--- src/rtl/hue_fade_pkg.sv ---
// Shared types for the hue fade engine: mode and phase encodings plus the
// ramp direction. The optional gamma stage is selected in the top by
// HUE_FADE_GAMMA_EN.
package hue_fade_pkg;

  typedef enum logic [1:0] {
    WHEEL   = 2'd0,
    BREATHE = 2'd1,
    HOLD    = 2'd2,
    OFF     = 2'd3
  } mode_t;

  typedef enum logic [2:0] {P0, P1, P2, P3, P4, P5} phase_t;

  typedef enum logic {DIR_UP = 1'b0, DIR_DN = 1'b1} dir_t;

  // Channel order inside packed duty vectors is {B,G,R}.
  localparam int NUM_CH = 3;

  // Hue phase successor, wrapping P5 back to P0.
  function automatic phase_t phase_inc(input phase_t p);
    return (p == P5) ? P0 : phase_t'(p + 3'd1);
  endfunction

endpackage

--- src/rtl/hue_fade_pwm_channel.sv ---
// One PWM lane: lit is a registered compare of the shared period counter
// against this lane's duty, so the output trails the count by one clock.
module pwm_channel
  import hue_fade_pkg::*;
#(
  parameter  int PWM_INTERVAL = 1200,
  localparam int RW           = $clog2(PWM_INTERVAL + 1)
) (
  input  logic          clk,
  input  logic          rst,
  input  logic [RW-1:0] count,
  input  logic [RW-1:0] duty,
  output logic          lit
);

  // Lit while the count is below duty: duty 0 never lights, duty M always does.
  always_ff @(posedge clk or posedge rst) begin
    if (rst) lit <= 1'b0;
    else     lit <= (count < duty);
  end

endmodule

--- src/rtl/hue_fade_engine.sv ---
// RGB hue-wheel / breathe fader. A shared PWM counter drives three
// pwm_channel lanes; the ramp/phase FSM steps once per PWM period and the
// per-channel duties are latched on the period tick so they never change
// mid-period (OFF forces them to zero at once).
// Define HUE_FADE_GAMMA_EN to square-law the duties: floor(d*d/PWM_INTERVAL).
module hue_fade_engine
  import hue_fade_pkg::*;
#(
  parameter int PWM_INTERVAL = 1200,
  parameter int DUTY_STEP    = 10,
  parameter int ACTIVE_LOW   = 1
) (
  input  logic       clk,
  input  logic       rst,
  input  logic [1:0] mode,
  output logic [2:0] rgb_out,
  output logic [2:0] phase,
  output logic       period_tick
);

  localparam int            RW   = $clog2(PWM_INTERVAL + 1);
  localparam logic [RW-1:0] MAXR = RW'(PWM_INTERVAL);
  localparam logic [RW-1:0] STEP = RW'(DUTY_STEP);
  localparam logic [RW-1:0] ZERO = '0;

  mode_t  md, mode_q;
  phase_t phase_q, phase_nxt;
  dir_t   dir_q, dir_nxt, dir_eff;
  logic   entering_br;

  logic [RW-1:0] cnt, ramp_q, ramp_nxt, ramp_up, ramp_dn, inv;
  logic [NUM_CH-1:0][RW-1:0] tgt, applied, duty_q, duty_eff;
  logic [NUM_CH-1:0]         lit;

  assign md          = mode_t'(mode);
  assign period_tick = (cnt == MAXR - 1'b1);
  assign phase       = phase_q;

  // Free-running period counter, 0..PWM_INTERVAL-1.
  always_ff @(posedge clk or posedge rst) begin
    if (rst)              cnt <= '0;
    else if (period_tick) cnt <= '0;
    else                  cnt <= cnt + 1'b1;
  end

  // Previous mode, used to spot entry into BREATHE (direction restarts upward).
  always_ff @(posedge clk or posedge rst) begin
    if (rst) mode_q <= WHEEL;
    else     mode_q <= md;
  end

  assign entering_br = (md == BREATHE) && (mode_q != BREATHE);
  assign dir_eff     = entering_br ? DIR_UP : dir_q;
  assign ramp_up     = (ramp_q >= MAXR - STEP) ? MAXR : ramp_q + STEP;
  assign ramp_dn     = (ramp_q > STEP) ? ramp_q - STEP : ZERO;

  // Next ramp/phase/direction; a tick that finds the ramp at a bound only
  // wraps (WHEEL) or reverses (BREATHE), it does not also step.
  always_comb begin
    ramp_nxt  = ramp_q;
    phase_nxt = phase_q;
    dir_nxt   = dir_eff;
    case (md)
      WHEEL: begin
        if (ramp_q == MAXR) begin
          ramp_nxt  = ZERO;
          phase_nxt = phase_inc(phase_q);
        end else begin
          ramp_nxt = ramp_up;
        end
      end
      BREATHE: begin
        if (dir_eff == DIR_UP) begin
          if (ramp_q == MAXR) dir_nxt  = DIR_DN;
          else                ramp_nxt = ramp_up;
        end else begin
          if (ramp_q == ZERO) dir_nxt  = DIR_UP;
          else                ramp_nxt = ramp_dn;
        end
      end
      default: ;
    endcase
  end

  // Ramp FSM state advances on the period tick; BREATHE entry re-arms upward.
  always_ff @(posedge clk or posedge rst) begin
    if (rst) begin
      ramp_q  <= '0;
      phase_q <= P0;
      dir_q   <= DIR_UP;
    end else if (period_tick) begin
      ramp_q  <= ramp_nxt;
      phase_q <= phase_nxt;
      dir_q   <= dir_nxt;
    end else if (entering_br) begin
      dir_q   <= DIR_UP;
    end
  end

  assign inv = MAXR - ramp_nxt;

  // Duty targets for the period about to start, packed {B,G,R}.
  always_comb begin
    tgt = '0;
    if (md == BREATHE) begin
      tgt = {NUM_CH{ramp_nxt}};
    end else begin
      case (phase_nxt)
        P0:      tgt = {ZERO, ramp_nxt, MAXR};
        P1:      tgt = {ZERO, MAXR, inv};
        P2:      tgt = {ramp_nxt, MAXR, ZERO};
        P3:      tgt = {MAXR, inv, ZERO};
        P4:      tgt = {MAXR, ZERO, ramp_nxt};
        default: tgt = {inv, ZERO, MAXR};
      endcase
    end
  end

`ifdef HUE_FADE_GAMMA_EN
  localparam logic [2*RW-1:0] SQ_DIV = (2*RW)'(PWM_INTERVAL);
  for (genvar c = 0; c < NUM_CH; c++) begin : g_gamma
    logic [2*RW-1:0] sq;
    assign sq         = {{RW{1'b0}}, tgt[c]} * {{RW{1'b0}}, tgt[c]};
    assign applied[c] = RW'(sq / SQ_DIV);
  end
`else
  assign applied = tgt;
`endif

  // Duties load on the tick in WHEEL/BREATHE, freeze in HOLD, clear in OFF.
  always_ff @(posedge clk or posedge rst) begin
    if (rst)                                                   duty_q <= '0;
    else if (md == OFF)                                        duty_q <= '0;
    else if (period_tick && (md == WHEEL || md == BREATHE))    duty_q <= applied;
  end

  // OFF blanks the lanes on the very next clock, ahead of the cleared registers.
  assign duty_eff = (md == OFF) ? '0 : duty_q;

  for (genvar c = 0; c < NUM_CH; c++) begin : g_ch
    pwm_channel #(.PWM_INTERVAL(PWM_INTERVAL)) u_ch (
      .clk   (clk),
      .rst   (rst),
      .count (cnt),
      .duty  (duty_eff[c]),
      .lit   (lit[c])
    );
  end

  assign rgb_out = (ACTIVE_LOW != 0) ? ~lit : lit;

endmodule

--- config.mk ---
export PLATFORM = sky130hd
export DESIGN_NAME = hue_fade_engine
export DESIGN_NICKNAME = d
export VERILOG_FILES = /design/src/rtl/hue_fade_pkg.sv /design/src/rtl/hue_fade_pwm_channel.sv /design/src/rtl/hue_fade_engine.sv
export SDC_FILE = /design/constraint.sdc
export NUM_CORES = 1
export LEC_CHECK = 0
export ABC_AREA = 0
export BUFFER_PORTS_ARGS = -buffer_cell sky130_fd_sc_hd__buf_4
export CAP_MARGIN = 20
export CORE_UTILIZATION = 41
export DETAILED_ROUTE_END_ITERATION = 10
export GPL_TIMING_DRIVEN = 0
export SYNTH_ARGS = -nofsm -noshare
export SYNTH_HDL_FRONTEND = slang
export SYNTH_SLANG_ARGS = --single-unit
--- constraint.sdc ---
create_clock -name clk -period 8.9 [get_ports clk]
set_input_delay 0.445 -clock clk [delete_from_list [all_inputs] [get_ports clk]]
set_output_delay 0.445 -clock clk [all_outputs]
set_load 0.02 [all_outputs]
==> metrics.csv, run 1 <==
metric,value,unit
result of the run,"finished, final reports clean",
count of nets left with antenna violations after detail routing,0,
"flops & latches, synth",64,
routability congestion estimate,0.937,
kind of critical path,input pin to flop,
number of distinct library cells after synthesis,95,
postcts setup bufs,0,
shortest clock period the worst path allows after layout,3.98,ns
total number of vias,5127,
CTS tree,done,
average wire length per cell after detail routing,20.6,um
clock-pin transition on the worst setup and hold timing paths,0.07,ns
# nets final,699,
"Seq/Total Area, Yosys",29.9,%
skew final,0.0118,ns
Peak supply drop,0.0796,mV
cell area after placement,5660,sq um
Synth Area in Compound Gates,28.0,%
average cell area after synthesis,8.39,sq um
Critical R2R Capture,duty_q[32],
# hold bufs at CTS,0,
Max Cap Viol,0,
startpoint of the worst-slack reg-to-reg timing path,ramp_q[1],
final number of hold-violating endpoints,0,
die width,116,um
CP Data Required Time,9.17,ns
final standard cell area without fillers,5970,sq um
setup TNS,0,ns
area share of and/or/nand/nor cells after synthesis,23.3,%
ratio of cells with drive above 1 in the final layout,11.4,%
first-pass GRT wire length,27.9,mm
Synth Flop Type,sky130_fd_sc_hd__dfrtp_1,
number of top-level pins,11,
maximum number of pins on one net before global-route repair,42,
number of DRC violations after detailed-routing iteration 0,481,
count of final max-slew check failures,0,
die area,13500,sq um
Syn Nets,677,
Mapped Cells,638,
top layer in use,met4,
routed length on met2,8.05,mm
ratio of final minimum period to clock period,44.7,%
PortBufs,10,
number of fillers in the final layout,1273,
post-synthesis xor/xnor area fraction,4.26,%
number of antenna violations at the first check in global routing,0,
number of global-route vias before repair,5021,
type of element capturing the critical path,flop,
count of warnings emitted by yosys,0,
pre-CTS WS,4.60,ns
detailed-routing wirelength on met1,7.49,mm
RSZ-0062 raised after global routing,false,
diodes inserted,0,
clock sink count,64,
leakage power,0.00246,uW
htree depth,3,
post-detailed-placement half-perimeter wirelength,13.2,mm
Via-to-Cell Ratio,6.13,
slack of the critical path,4.92,ns
achievable frequency,252,MHz
Tightest Pin Transition,0.960,ns
CTS root buf,sky130_fd_sc_hd__clkbuf_16,
Max-slew headroom,36.0,%
Routed met3 length,1.13,mm
Crit Path Max Fanout,10,
TritonCTS buffer count,9,
Initial Util,42.2,%
vertical extent of the die,116,um
number of synthesized flops with an enable pin,0,
"Clk Latency, worst-skew pair",0.36,ns
number of failing setup endpoints in the final timing report,0,
data arrival time at the worst-slack endpoint,4.25,ns
post-synthesis adder-cell area fraction,8.18,%
netlist area before placement,5350,sq um
clock tree buffer depth,2,
area of all sequential standard cells,1600,sq um
Reg2Reg Depth,13,
async set or reset register ratio after synthesis,100,%
drc violations,0,
area of the multi-input gates,3470,sq um
flop2flop setup slack,5.26,ns
total of cells resized after clock tree synthesis,0,
drt pass-1 iters,5,
multiplexer area fraction after synthesis,1.15,%
Overflow after GRT,0,
post-synthesis to final-layout area growth,11.5,%
combinational family with the most area after synthesis,compound AO/OA/AOI/OAI gates,
total wire length,17.3,mm
overall fraction of global-route tracks in use,27.6,%
Core Area,12700,sq um
Critical Path Start,mode[1],
row count,41,
worst min-delay path class,input pin to asynchronous set/reset pin,
final total power,753,uW
Cell Pwr Density,126,nW/um^2
nature of the critical path startpoint,input pin,
worst max path at each step:
stage               slack, ns                to  cells past startpoint
floorplan                5.64  g_ch[0].u_ch.lit                     15
global placement         4.67  g_ch[1].u_ch.lit                     16
detailed placement       4.60  g_ch[1].u_ch.lit                     16
CTS                      4.96  g_ch[1].u_ch.lit                     16
global route             4.61  g_ch[1].u_ch.lit                     16
finish                   4.92  g_ch[1].u_ch.lit                     16
cell families (layout without fill, tap and decap cells):
family / Yosys count / count (layout)
mux: 6 / 6
xor+xnor: 26 / 26
simple gates: 246 / 246
fa+ha+maj: 35 / 35
compound gates: 203 / 203
flops: 64 / 64
buf+inv: 58 / 85
per-layer routing:
| layer | vias up | track usage [%] |
|---|---|---|
| met2 | 196 | 44.7 |
| met5 | - | 0 |
| li1 | 2422 | - |
| met3 | 47 | 5.97 |
| met4 | 0 | 13.2 |
| met1 | 2462 | 35.0 |
cells in the final DEF, fill, tap and decap left out, types with 10 or more instances in the layout:
cell and n:
sky130_fd_sc_hd__dfrtp_1 64, sky130_fd_sc_hd__xnor2_1 12, sky130_fd_sc_hd__clkbuf_1 23, sky130_fd_sc_hd__o21ai_0 46, sky130_fd_sc_hd__xor2_1 14, sky130_fd_sc_hd__inv_1 17
sky130_fd_sc_hd__a21o_1 11, sky130_fd_sc_hd__nor3_1 16, sky130_fd_sc_hd__ha_1 35, sky130_fd_sc_hd__buf_4 12, sky130_fd_sc_hd__nor2_1 51, sky130_fd_sc_hd__nand2_1 93
sky130_fd_sc_hd__a21oi_1 28, sky130_fd_sc_hd__nand2b_1 10, sky130_fd_sc_hd__nand3_1 27, sky130_fd_sc_hd__a211oi_1 10
final cells by class:
type                       count  share of cell area [%]
buffer                        38                    3.38
clock buffer                   9                    3.78
clock inverter                 7                    1.32
inverter                      20                    1.26
multi-input combinational    516                    58.2
sequential                    64                    26.8
tap                          172                    3.61
timing repair buffer          11                    1.59
where the power goes:
group / internal [uW] / switching [uW] / total [uW] / leakage (uW)
sequential: 293 / 2.27 / 295 / 0.000832
combinational: 26.5 / 59.3 / 85.8 / 0.00149
clock: 219 / 153 / 372 / 0.000139
total: 538 / 214 / 753 / 0.00246
registers in the layout, indices dropped and copies added (netlist names):
signal	count
phase	3
duty_q	33
g_ch.u_ch.lit	3
ramp_q	11
cnt	11
mode_q	2
dir_q	1
synth_stat cells, drive strengths merged (3+ instances only):
| cell type | n | area (sq um) |
|---|---|---|
| dfrtp | 64 | 1600 |
| a22oi | 3 | 22.5 |
| a22o | 3 | 26.3 |
| a2bb2oi | 5 | 50.0 |
| a211oi | 11 | 87.6 |
| nand2b | 10 | 62.6 |
| xor2 | 14 | 123 |
| nor3 | 19 | 110 |
| inv | 19 | 71.3 |
| nor2b | 3 | 18.8 |
| nor3b | 4 | 35.0 |
| o22ai | 5 | 37.5 |
| mux2i | 5 | 50.1 |
| nand4 | 4 | 25.0 |
| ha | 35 | 438 |
| o211ai | 6 | 58.8 |
| nand2 | 94 | 355 |
| o41ai | 3 | 52.6 |
| a21oi | 28 | 140 |
| nor4 | 5 | 76.3 |
| nor2 | 52 | 203 |
| o2111ai | 5 | 50.0 |
| o21a | 7 | 53.8 |
| a211o | 3 | 26.3 |
| a21o | 12 | 91.3 |
| buf | 14 | 110 |
| or4 | 3 | 30.0 |
| xnor2 | 12 | 105 |
| a31oi | 8 | 50.1 |
| nand3 | 29 | 155 |
| and3 | 5 | 32.5 |
| a21boi | 4 | 30.0 |
| o21ai | 50 | 254 |
| and2 | 6 | 40.0 |
| clkbuf | 24 | 91.3 |
| a221oi | 10 | 93.8 |
| o31ai | 11 | 92.6 |
| a32oi | 6 | 52.6 |
through the flow:
| step | hold slack, ns | utilization [%] | instances |
|---|---|---|---|
| 4_1_cts | 0.153 | 47.1 | 837 |
| 6_report | 0.131 | 47.1 | 837 |
| 3_5_place_dp | 0.468 | 44.7 | 821 |
| 2_1_floorplan | 0.444 | - | 638 |
| 3_3_place_gp | 0.470 | 44.5 | 820 |
| 5_1_grt | 0.191 | 47.1 | 837 |
worst max-delay path: stages:
cell                       delay [ns]
sky130_fd_sc_hd__buf_4           0.12
sky130_fd_sc_hd__clkbuf_1        0.41
sky130_fd_sc_hd__clkbuf_1        0.58
sky130_fd_sc_hd__clkbuf_1        0.39
sky130_fd_sc_hd__nand2_1         0.22
sky130_fd_sc_hd__clkbuf_1        0.30
sky130_fd_sc_hd__nand2_1         0.13
sky130_fd_sc_hd__ha_1            0.23
sky130_fd_sc_hd__a21boi_0        0.12
sky130_fd_sc_hd__o21ai_0         0.15
sky130_fd_sc_hd__nand2b_1        0.08
sky130_fd_sc_hd__a21o_1          0.21
sky130_fd_sc_hd__a211oi_1        0.26
sky130_fd_sc_hd__o31ai_1         0.13
sky130_fd_sc_hd__a211o_1         0.30
sky130_fd_sc_hd__a21oi_1         0.15
(Power assumes the default switching activity.)
==> run 2: changes to the inputs <==
clock period = 3.6 ns   (was 8.9 ns; I/O delays follow)
==> run 2 against run 1 <==
  * Clock power is 150% higher
  * Routed wire length hardly changed
  * Worst setup slack worse by 4.7 ns
  * Non-clock buffer count is 3 higher
  * Via count is 0.14% higher
  * Sequential cell count stayed put
  * Total power is 150% higher
  * Combinational power grew to 2.5 times the previous value
  * Global-route usage hardly changed
  * Hold slack better by 0.30 ns
==> metrics.csv, run 2 (synthesis gave the netlist of run 1 again) <==
metric,value,unit
Initial Util,42.2,%
"top library cells by usage in the layout, fill and taps aside","sky130_fd_sc_hd__nand2_1 (93), sky130_fd_sc_hd__dfrtp_1 (64), sky130_fd_sc_hd__nor2_1 (49)",
number of failing setup endpoints in the final timing report,0,
kind of critical path,flop to flop,
Cell Pwr Density,309,nW/um^2
achievable frequency,293,MHz
number of top-level pins,11,
diodes inserted,0,
count of nets left with antenna violations after detail routing,0,
clock-pin transition on the worst setup and hold timing paths,0.06,ns
slack of the critical path,0.184,ns
number of global-route vias before repair,5030,
average wire length per cell after detail routing,20.6,um
maximum number of pins on one net before global-route repair,42,
Largest register FFs,33,
flop2flop setup slack,0.18,ns
setup TNS,0,ns
ratio of final minimum period to clock period,94.9,%
TritonCTS buffer count,9,
row count,41,
overall fraction of global-route tracks in use,27.6,%
die area,13500,sq um
Crit Path Max Fanout,10,
CTS root buf,sky130_fd_sc_hd__clkbuf_16,
Max-slew headroom,38.1,%
htree depth,3,
worst min-delay path class,input pin to asynchronous set/reset pin,
drc violations,0,
# nets final,702,
clock sink count,64,
drt pass-1 iters,5,
shortest clock period the worst path allows after layout,3.42,ns
ratio of cells with drive above 1 in the final layout,13.0,%
net switching power,533,uW
largest registers ranked by flip-flop count,"duty_q: 33 flops, cnt: 11 flops, ramp_q: 11 flops",
clock tree buffer depth,2,
core utilization of the finished layout,47.7,%
count of final max-slew check failures,0,
final number of hold-violating endpoints,0,
data arrival time at the worst-slack endpoint,3.69,ns
number of antenna violations at the first check in global routing,0,
Sw Share,28.6,%
internal power component,1330,uW
nature of the critical path startpoint,flop,
vertical extent of the die,116,um
final total power,1870,uW
"leading cell type in the layout, fill and taps excluded",sky130_fd_sc_hd__nand2_1,
Core Area,12700,sq um
sequential group share of total power,39.0,%
routability congestion estimate,0.937,
Max Cap Viol,0,
first-pass GRT wire length,27.9,mm
pre-CTS WS,-0.438,ns
CTS tree,done,
CP Data Required Time,3.88,ns
total wire length,17.3,mm
die width,116,um
Via-to-Cell Ratio,6.11,
post-detailed-placement half-perimeter wirelength,13.2,mm
register containing the most flip-flops in the final layout,duty_q,
skew final,0.0114,ns
Tightest Pin Transition,0.929,ns
type of element capturing the critical path,flop,
post-synthesis to final-layout area growth,12.8,%
number of DRC violations after detailed-routing iteration 0,510,
portion of total power attributed to combinational logic,11.7,%
clock share of power,49.3,%
Overflow after GRT,0,
"Clk Latency, worst-skew pair",0.36,ns
result of the run,"finished, final reports clean",
leakage power,0.00250,uW
PortBufs,10,
Peak supply drop,0.197,mV
number of fillers in the final layout,1274,
total number of vias,5134,
run 2: cell types whose count changed in the layout (fill, tap and decap cells not counted), sizes merged:
cell / before / now
dlygate4sd3: 0 / 3
buf: 25 / 26
clkbuf: 33 / 32
run 2: path summary, 6_finish.rpt:
check                            from          to  cells after the start
max in group asynchronous         rst   ramp_q[6]                      4
min in group clk           duty_q[11]  duty_q[11]                      2
max reg2reg                 ramp_q[1]   duty_q[2]                     10
max                         ramp_q[1]   duty_q[2]                     10
min reg2reg                duty_q[11]  duty_q[11]                      2
min                               rst   ramp_q[2]                      3
run 2: critical path, cell delays in order, from the launching register on:
cell and delay (ns):
sky130_fd_sc_hd__dfrtp_1 0.40, sky130_fd_sc_hd__buf_4 0.19, sky130_fd_sc_hd__nor4_4 0.42, sky130_fd_sc_hd__nand4_1 0.46, sky130_fd_sc_hd__xnor2_1 0.30, sky130_fd_sc_hd__nor3_1 0.55
sky130_fd_sc_hd__clkbuf_1 0.48, sky130_fd_sc_hd__nand2_1 0.09, sky130_fd_sc_hd__o22ai_1 0.15, sky130_fd_sc_hd__a32oi_1 0.12, sky130_fd_sc_hd__o22ai_1 0.15
run 2: power by group through the flow:
stage / Sequential (uW) / Clock (uW) / Combinational, uW
final: 729 / 921 / 218
after floorplan: 741 / 0 / 151
after global routing: 729 / 955 / 237
after detailed placement: 742 / 0 / 209
after CTS: 729 / 930 / 212
after global placement: 742 / 0 / 203
run 2: timing repair:
action,4_1_cts,5_1_grt
cloned,0,0
gates resized for setup,1,14
pin swaps,0,1
endpoints found under the setup margin,3,14
endpoints found under the hold margin,25,0
setup buffers,0,1
hold buffers,3,0
run 2: metrics by stage:
step / instance area [sq um] / hold WS, ns / cells
detailed placement: 5660 / 0.268 / 821
CTS: 6000 / 0.443 / 840
global placement: 5640 / 0.302 / 820
floorplan: 5350 / 0.211 / 638
global route: 6040 / 0.491 / 840
finish: 6040 / 0.429 / 840
run 2: routing by layer:
| layer | vias to the layer above | wire [um] | global-route usage [%] |
|---|---|---|---|
| li1 | 2423 | - | - |
| met1 | 2457 | 7460 | 35.0 |
| met2 | 202 | 8000 | 44.7 |
| met3 | 52 | 1110 | 5.97 |
| met4 | 0 | 692 | 13.2 |
| met5 | - | 0 | 0 |
run 2: area by class of cell:
cell class / count / area (sq um) / area share (%)
Inverter: 20 / 75.1 / 1.24
Sequential cell: 64 / 1600 / 26.5
Clock buffer: 9 / 225 / 3.73
Tap cell: 172 / 215 / 3.56
Timing Repair Buffer: 15 / 133 / 2.20
Multi-Input combinational cell: 516 / 3510 / 58.1
Clock inverter: 7 / 78.8 / 1.31
Buffer: 37 / 203 / 3.36
==> run 3: changes to the inputs <==
REMOVE_ABC_BUFFERS = 1   (was default)
SLEW_MARGIN = 15   (was default)
==> run 3 against run 2 <==
  * Largest power group unchanged
  * Via count fell by 5.6%
  * First-iteration DRC count fell by 23%
  * Clock skew fell by 0.0059 ns
  * Critical path type unchanged
  * Core utilization fell by 0.87 points
==> metrics.csv, run 3 (synthesis gave the netlist of run 1 again) <==
metric,value,unit
Tightest Pin Transition,1.01,ns
largest registers ranked by flip-flop count,"duty_q: 33 flops, cnt: 11 flops, ramp_q: 11 flops",
post-synthesis to final-layout area growth,10.8,%
final number of hold-violating endpoints,0,
number of antenna violations at the first check in global routing,0,
kind of critical path,flop to flop,
result of the run,"finished, final reports clean",
number of global-route vias before repair,4718,
most frequent cell on the critical path,sky130_fd_sc_hd__o41ai_4,
number of fillers in the final layout,1259,
Core Area,12700,sq um
Largest register FFs,33,
leakage power,0.00242,uW
nature of the critical path startpoint,flop,
Max-slew headroom,32.8,%
cell area after placement,5510,sq um
CP Data Required Time,3.82,ns
Via-to-Cell Ratio,6.00,
Cell Pwr Density,309,nW/um^2
CTS tree,done,
Peak supply drop,0.205,mV
PortBufs,10,
drc violations,0,
final standard cell area without fillers,5930,sq um
"leading cell type in the layout, fill and taps excluded",sky130_fd_sc_hd__nand2_1,
CP top delay family,compound AO/OA/AOI/OAI gates,
Overflow after GRT,0,
Critical-path top delay cell,sky130_fd_sc_hd__dfrtp_1,
achievable frequency,296,MHz
data arrival time at the worst-slack endpoint,3.60,ns
"top library cells by usage in the layout, fill and taps aside","sky130_fd_sc_hd__nand2_1 (93), sky130_fd_sc_hd__dfrtp_1 (60), sky130_fd_sc_hd__nor2_1 (48)",
drt pass-1 iters,6,
post-detailed-placement half-perimeter wirelength,11.6,mm
count of final max-slew check failures,0,
die width,116,um
register containing the most flip-flops in the final layout,duty_q,
number of top-level pins,11,
maximum number of pins on one net before global-route repair,54,
RSZ-0062 raised after global routing,false,
delay contributed by the slowest stage of the critical path,0.63,ns
diodes inserted,0,
CTS root buf,sky130_fd_sc_hd__clkbuf_16,
Initial Util,42.2,%
skew final,0.00559,ns
buffers and inverters on the worst path,1,
overall fraction of global-route tracks in use,25.3,%
clock tree buffer depth,2,
worst path cell trace,nand4bb_1 -> o41ai_4 -> nor2_1 -> o221a_2 -> inv_1 -> ha_1 -> o2111a_4 -> o41ai_4 -> or3_1 -> a32oi_1 -> nand2_1,
ratio of final minimum period to clock period,93.9,%
routability congestion estimate,0.922,
htree depth,3,
row count,41,
total wire length,15.7,mm
ratio of cells with drive above 1 in the final layout,13.1,%
type of element capturing the critical path,flop,
first-pass GRT wire length,25.8,mm
average wire length per cell after detail routing,19.4,um
Post-Place Cells,786,
# nets final,669,
Crit Path Max Fanout,17,
Max Cap Viol,0,
Post-Layout Cell Count,807,
"Clk Latency, worst-skew pair",0.34,ns
vertical extent of the die,116,um
clock sink count,64,
shortest clock period the worst path allows after layout,3.38,ns
count of nets left with antenna violations after detail routing,0,
worst min-delay path class,input pin to flop,
TritonCTS buffer count,9,
number of failing setup endpoints in the final timing report,0,
die area,13500,sq um
clock-pin transition on the worst setup and hold timing paths,0.06,ns
number of DRC violations after detailed-routing iteration 0,394,
total number of vias,4844,
-- run 3: cell count changes in the layout (fill, tap and decap cells not counted), sizes merged --
| cell | delta |
|---|---|
| buf | -8 |
| dlygate4sd3 | -2 |
| clkbuf | -20 |
| clkinv | -2 |
| clkinvlp | +1 |
| inv | -2 |
-- run 3: final cells by class --
type,instances,area [sq um],area share [%]
Sequential cell,64,1610,27.1
Inverter,20,81.3,1.37
Tap cell,172,215,3.63
Timing Repair Buffer,19,173,2.91
Clock buffer,12,256,4.33
Clock inverter,4,52.6,0.886
Multi-Input combinational cell,516,3540,59.8
-- run 3: report_power, final --
group	switching, uW	total [uW]	leakage, uW	internal, uW
sequential	17.1	741	0.000829	724
clock	327	900	0.000141	573
combinational	127	190	0.00145	63.1
total	471	1830	0.00242	1360
-- run 3: per-stage QoR --
stage                     setup WS (ns)  total power (uW)  setup TNS [ns]  util, %  hold slack, ns
after global placement            -1.10               928          -23.66     42.9           0.462
after global routing            0.00851              1900               0     46.8           0.136
after CTS                       0.00302              1840               0     46.0           0.127
final                             0.221              1830               0     46.8           0.137
after floorplan                   0.354               875               0        -           0.211
after detailed placement        -0.0636               937          -0.109     43.5           0.112
-- run 3: final timing paths --
path | startpoint | endpoint | slack (ns) | depth (start not counted)
max | ramp_q[6] | duty_q[10] | 0.22 | 11
min | mode[0] | mode_q[0] | 0.14 | 1
max reg2reg | ramp_q[6] | duty_q[10] | 0.22 | 11
min reg2reg | duty_q[22] | duty_q[22] | 0.48 | 1
max in group asynchronous | rst | ramp_q[4] | 2.74 | 4
min in group asynchronous | rst | cnt[3] | 0.32 | 3
-- run 3: what timing repair did --
item | CTS | global route
hold buffers | 1 | 0
buffers inserted | 0 | 4
gates cloned | 0 | 0
hold endpoints to repair | 11 | 0
gates resized for setup | 2 | 13
setup endpoints to repair | 2 | 18
pin swaps | 0 | 4
-- run 3: metal layers --
metal	global-route usage, %	wire length (um)	vias to the layer above
met5	0	0	-
met4	10.9	350	0
met3	2.49	546	23
met2	41.3	7480	114
met1	33.9	7300	2365
li1	-	-	2342
